--- src/rtl/fetch_stage.sv ---
// fetch_stage -- instruction fetch front end for a 16-bit pipeline.
//
// Sends the PC to instruction memory and delivers one instruction per cycle
// to the IF/ID register. Handles multi-cycle misses, hazard stalls (with a
// one-entry hold buffer), redirects from downstream branch resolution, and
// stops fetching after a HALT instruction.
//
// Ports
//   clk, rst          clock (rising edge), asynchronous active-low reset
//   stall_in          hazard hold: PC frozen, no new request
//   redirect_en/_pc   taken branch/jump target (bit 0 forced to 0)
//   imem_addr/_rd     memory request (address is always the PC)
//   imem_data/_done   memory response (done same cycle as rd on a hit)
//   IF_instr/IF_PC_2  instruction and its address + 2
//   IF_flush          IF/ID loads NOP 16'h0800
//   IF_nowrite        IF/ID holds (mirror of stall_in)
//   IF_HALT           IF_instr is a HALT (opcode 5'b00000)
//   halted            fetch stopped after HALT
//   bubble_cnt        bubble counter, only when FETCH_PERF_CNT_EN is defined
//
// Optional feature macro: FETCH_PERF_CNT_EN

module fetch_stage (
  input  logic        clk,
  input  logic        rst,
  input  logic        stall_in,
  input  logic        redirect_en,
  input  logic [15:0] redirect_pc,
  output logic [15:0] imem_addr,
  output logic        imem_rd,
  input  logic [15:0] imem_data,
  input  logic        imem_done,
  output logic [15:0] IF_instr,
  output logic [15:0] IF_PC_2,
  output logic        IF_flush,
  output logic        IF_nowrite,
  output logic        IF_HALT,
  output logic        halted
`ifdef FETCH_PERF_CNT_EN
  ,output logic [15:0] bubble_cnt
`endif
);

  localparam logic [15:0] NOP = 16'h0800;

  typedef enum logic [2:0] {
    S_FETCH  = 3'd0,
    S_WAIT   = 3'd1,
    S_DRAIN  = 3'd2,
    S_HOLD   = 3'd3,
    S_HALTED = 3'd4
  } state_t;

  state_t      state, state_nxt;
  logic [15:0] pc, pc_nxt, pc_inc, rpc;
  logic [15:0] buf_instr;
  logic        take;      // memory data delivered this cycle
  logic        use_buf;   // hold buffer delivered this cycle
  logic        buf_ld;

  assign pc_inc = pc + 16'd2;                 // wraps 16'hFFFE -> 16'h0000
  assign rpc    = redirect_pc & 16'hFFFE;

  always_comb begin
    state_nxt = state;
    pc_nxt    = pc;
    imem_rd   = 1'b0;
    take      = 1'b0;
    use_buf   = 1'b0;
    buf_ld    = 1'b0;
    case (state)
      S_FETCH: begin
        imem_rd = ~stall_in;
        if (redirect_en) begin
          pc_nxt = rpc;
          // a request that missed is still in flight: drain it
          if (imem_rd && !imem_done) state_nxt = S_DRAIN;
        end else if (imem_rd && imem_done) begin
          take      = 1'b1;
          pc_nxt    = pc_inc;
          state_nxt = (imem_data[15:11] == 5'b0) ? S_HALTED : S_FETCH;
        end else if (imem_rd) begin
          state_nxt = S_WAIT;
        end
      end
      S_WAIT: begin
        imem_rd = 1'b1;
        if (redirect_en) begin
          pc_nxt    = rpc;
          state_nxt = imem_done ? S_FETCH : S_DRAIN;
        end else if (imem_done) begin
          take = 1'b1;
          if (stall_in) begin
            buf_ld    = 1'b1;
            state_nxt = S_HOLD;
          end else begin
            pc_nxt    = pc_inc;
            state_nxt = (imem_data[15:11] == 5'b0) ? S_HALTED : S_FETCH;
          end
        end
      end
      S_DRAIN: begin
        // last redirect seen while draining wins
        if (redirect_en) pc_nxt = rpc;
        if (imem_done) state_nxt = S_FETCH;
      end
      S_HOLD: begin
        if (redirect_en) begin
          pc_nxt    = rpc;
          state_nxt = S_FETCH;
        end else begin
          use_buf = 1'b1;
          if (!stall_in) begin
            pc_nxt    = pc_inc;
            state_nxt = (buf_instr[15:11] == 5'b0) ? S_HALTED : S_FETCH;
          end
        end
      end
      S_HALTED: begin
        if (redirect_en) begin
          pc_nxt    = rpc;
          state_nxt = S_FETCH;
        end
      end
      default: state_nxt = S_FETCH;
    endcase
    // reset already forces state/PC; outputs must also be quiet while held
    if (!rst) begin
      imem_rd = 1'b0;
      take    = 1'b0;
      use_buf = 1'b0;
      buf_ld  = 1'b0;
    end
  end

  always_ff @(posedge clk or negedge rst) begin
    if (!rst) begin
      state     <= S_FETCH;
      pc        <= 16'h0000;
      buf_instr <= NOP;
    end else begin
      state <= state_nxt;
      pc    <= pc_nxt;
      if (buf_ld) buf_instr <= imem_data;
    end
  end

  assign imem_addr  = pc;
  assign IF_instr   = take ? imem_data : (use_buf ? buf_instr : NOP);
  assign IF_flush   = ~(take | use_buf);
  assign IF_HALT    = (take | use_buf) && (IF_instr[15:11] == 5'b0);
  assign IF_PC_2    = pc_inc;
  assign IF_nowrite = stall_in;
  assign halted     = (state == S_HALTED);

`ifdef FETCH_PERF_CNT_EN
  always_ff @(posedge clk or negedge rst) begin
    if (!rst)
      bubble_cnt <= 16'h0000;
    else if (IF_flush && state != S_HALTED && bubble_cnt != 16'hFFFF)
      bubble_cnt <= bubble_cnt + 16'd1;
  end
`endif

endmodule

--- config.mk ---
export PLATFORM = sky130hd
export DESIGN_NAME = fetch_stage
export DESIGN_NICKNAME = d
export VERILOG_FILES = /design/src/rtl/fetch_stage.sv
export SDC_FILE = /design/constraint.sdc
export NUM_CORES = 1
export LEC_CHECK = 0
export BUFFER_PORTS_ARGS = -buffer_cell sky130_fd_sc_hd__buf_2
export CORE_MARGIN = 1.5
export CORE_UTILIZATION = 40
export CTS_CLUSTER_SIZE = 14
export DETAILED_ROUTE_END_ITERATION = 10
export PLACE_DENSITY = 0.68
export SLEW_MARGIN = 25
export SYNTH_ARGS = -nofsm -noshare
export SYNTH_HDL_FRONTEND = slang
export SYNTH_SLANG_ARGS = --single-unit
--- constraint.sdc ---
create_clock -name clk -period 2.8 [get_ports clk]
set_input_delay 0.14 -clock clk [delete_from_list [all_inputs] [get_ports clk]]
set_output_delay 0.14 -clock clk [all_outputs]
set_load 0.005 [all_outputs]
==> summary.txt <==
Critical path
  • Worst-path maximum fanout: 10
  • Critical path startpoint category: register
  • Crit path DAT: 2.17 ns
  • Setup Crit Path Kind: reg2out
  • Critical Path Sink Type: output port
  • Critical Path RT: 2.66 ns

Outcome
  • Status: complete, no violations

STA
  • Final worst slack: 0.494 ns
  • Post-Route Skew: 0.00293 ns
  • Min Hold Slack: 0.0998 ns
  • Worst slew margin: 51.5%
  • Final setup vio count: 0
  • RSZ-0062 raised after global routing: no
  • Fin crit share: 82.4%
  • Fmax: 434 MHz
  • Fin crit period: 2.31 ns
  • Post-route setup TNS: 0 ns
  • Count of pins over their slew limit: 0
  • Hold Vio Cnt, Final: 0
  • Least-Margin Pin Slew: 0.728 ns

Layout
  • ANT cells: 0
  • Non-filler cells, final: 391
  • Final nets: 356
  • Sequential cell area: 852 µm²
  • Filler cells: 543
  • Most frequent cells in the layout: 86 x buf_2, 33 x dfrtp_1, 17 x a22o_1
  • Leading cell type in the layout, fill and taps excluded: buf_2
  • P&R area growth vs syn: 28.1%
  • Area of the multi-input gates: 1320 µm²
  • Layout cells sized above 1: 41.4%

Floorplanning
  • Row count: 27
  • Die area: 6230 µm²
  • Initial Util: 41.6%
  • Die width: 78.9 µm
  • Die Height: 78.9 µm
  • IO Pins: 90
  • Core area: 5540 µm²

Power
  • Maximum vdd drop: 0.311 mV
  • Pwr dens: 575 nW/µm²
  • Pint: 1.18 mW
  • Clock power share: 32.9%
  • Combinational Power Share: 26.5%
  • Pleak: 1.40 nW
  • Psw: 0.512 mW
  • Sequential share of power: 40.6%
  • Sw Ratio: 30.2%

Route
  • Router iterations before antenna repair: 4
  • DR vias: 2140
  • Drt wl/cell: 15.2 µm
  • Final WL: 5.92 mm
  • DRC violations left: 0
  • Antenna Nets Post-Route: 0
  • Initial drt markers: 88
  • Vias per cell: 5.47

Global routing
  • Grt ovf: 0
  • Largest net degree at the start of global routing: 19
  • Vias in the first global route: 1956
  • First-pass GRT wire length: 9.61 mm
  • Initial antenna violation count: 0
  • Total GRT Usage: 19.5%

Clocking
  • TritonCTS clock tree: done
  • CTS sink cnt: 34
  • Root buf cell: clkbuf_8
  • Post-CTS Repair Setup Buffers: 0
  • CTS Buffer Depth: 2
  • Clk_lat worst skew: 0.28 ns
  • Num CTS Buffers: 5
  • Clock Pin Slew Worst Setup and Hold Paths: 0.07 ns
  • Level count of the clock H-tree: 2

Yosys
  • Ys flop type: dfrtp_1
  • Synth Warn #: 0
  • Post-synth cell types: 54
  • Syn Std Cell Area: 2300 µm²
  • Asr flop ratio synth: 100%
  • Cells after Synth: 231
  • Sequential area share after synthesis: 37.0%
  • Avg Cell Area, Syn: 9.98 µm²
  • Number of synthesized flops with an enable pin: 0
  • Synthesized flop and latch total: 34

Place
  • Post-place setup slack: 0.673 ns
  • Inst Count DP: 382
  • Detailed placement HPWL: 4.41 mm
  • I/O Buffers: 86
  • GP Congestion: 0.889

Worst hold path
  • Worst Hold Class: in2reg

Flow run
  • Max cap viols: 0
-- per-stage QoR --
stage          total power, mW  utilization (%)  cell area, µm²
2_1_floorplan            0.946                -            2310
3_3_place_gp              1.13             50.5            2800
3_5_place_dp              1.15             50.5            2800
4_1_cts                   1.72             53.3            2950
5_1_grt                   1.80             53.3            2950
6_report                  1.70             53.3            2950
-- repair_timing --
action	CTS	global route
hold buffers	1	0
endpoints found under the hold margin	33	0
resized for setup	0	0
setup endpoints to repair	0	0
-- cells in the mapped netlist (all sizes together), types with 4 or more instances --
library cell	count	area, µm²
xnor2	8	70.1
nand4	4	40.0
a22o	17	149
nand3	8	40.0
o21ai	13	65.1
nor4	6	43.8
inv	8	30.0
xor2	5	43.8
nand2	12	45.0
o211ai	4	30.0
nor2	8	30.0
a21oi	6	30.0
buf	18	108
mux2i	7	70.1
o22ai	4	25.0
nor3	8	56.3
or3	4	25.0
mux2	16	180
dfrtp	33	826
-- flip-flops by register name, summed over array words and instances (netlist names) --
register	cells
state	3
imem_addr	15
buf_instr	16
-- cells by family (layout without fill, tap and decap cells) --
| family | Yosys count | after routing | share of synthesized area (%) |
|---|---|---|---|
| adder cells (fa/ha/maj) | 1 | 1 | 0.543 |
| multiplexers | 23 | 23 | 10.9 |
| AO/OA/AOI/OAI | 65 | 65 | 21.1 |
| XOR/XNOR | 13 | 13 | 4.94 |
| flip-flops | 34 | 34 | 37.0 |
| other | 1 | 2 | 0.163 |
| AND/OR/NAND/NOR | 67 | 67 | 19.3 |
| buffers and inverters | 27 | 114 | 6.13 |
-- power by group through the flow --
stage / Sequential, mW / Combinational, mW / Clock, mW
floorplan: 0.654 / 0.291 / 0
CTS: 0.689 / 0.456 / 0.573
finish: 0.689 / 0.450 / 0.559
detailed placement: 0.698 / 0.452 / 0
global route: 0.705 / 0.503 / 0.592
global placement: 0.692 / 0.442 / 0
-- path summary, 6_finish.rpt --
| kind | from | end | slack, ns | cells past startpoint |
|---|---|---|---|---|
| max | state[2] | IF_instr[13] | 0.49 | 5 |
| min | imem_data[11] | buf_instr[11] | 0.1 | 3 |
| max reg2reg | state[2] | imem_addr[6] | 0.66 | 5 |
| min reg2reg | buf_instr[0] | buf_instr[0] | 0.51 | 1 |
| max in group asynchronous | rst | buf_instr[11] | 2.10 | 3 |
| min in group asynchronous | rst | state[1] | 0.44 | 3 |
-- layout make-up --
type,instances,share of cell area [%]
Multi-Input combinational cell,171,44.5
Sequential cell,34,28.9
Timing Repair Buffer,98,17.7
Tap cell,72,3.05
Clock buffer,6,2.80
Clock inverter,2,2.03
Inverter,8,1.02
-- metal layers --
layer	up-vias	wire length, µm	global-route usage, %
met1	1035	2730	25.9
met5	-	0	0
met3	4	232	3.33
met4	0	54	6.14
li1	1044	-	-
met2	57	2910	32.4
-- critical path, stage by stage (launching register included) --
cell and delay (ns):
dfrtp_1 0.52, nand4bb_4 0.33, nor3_2 0.51, buf_4 0.27, a22o_1 0.14, buf_2 0.11
Power figures use the tool's default switching activity.
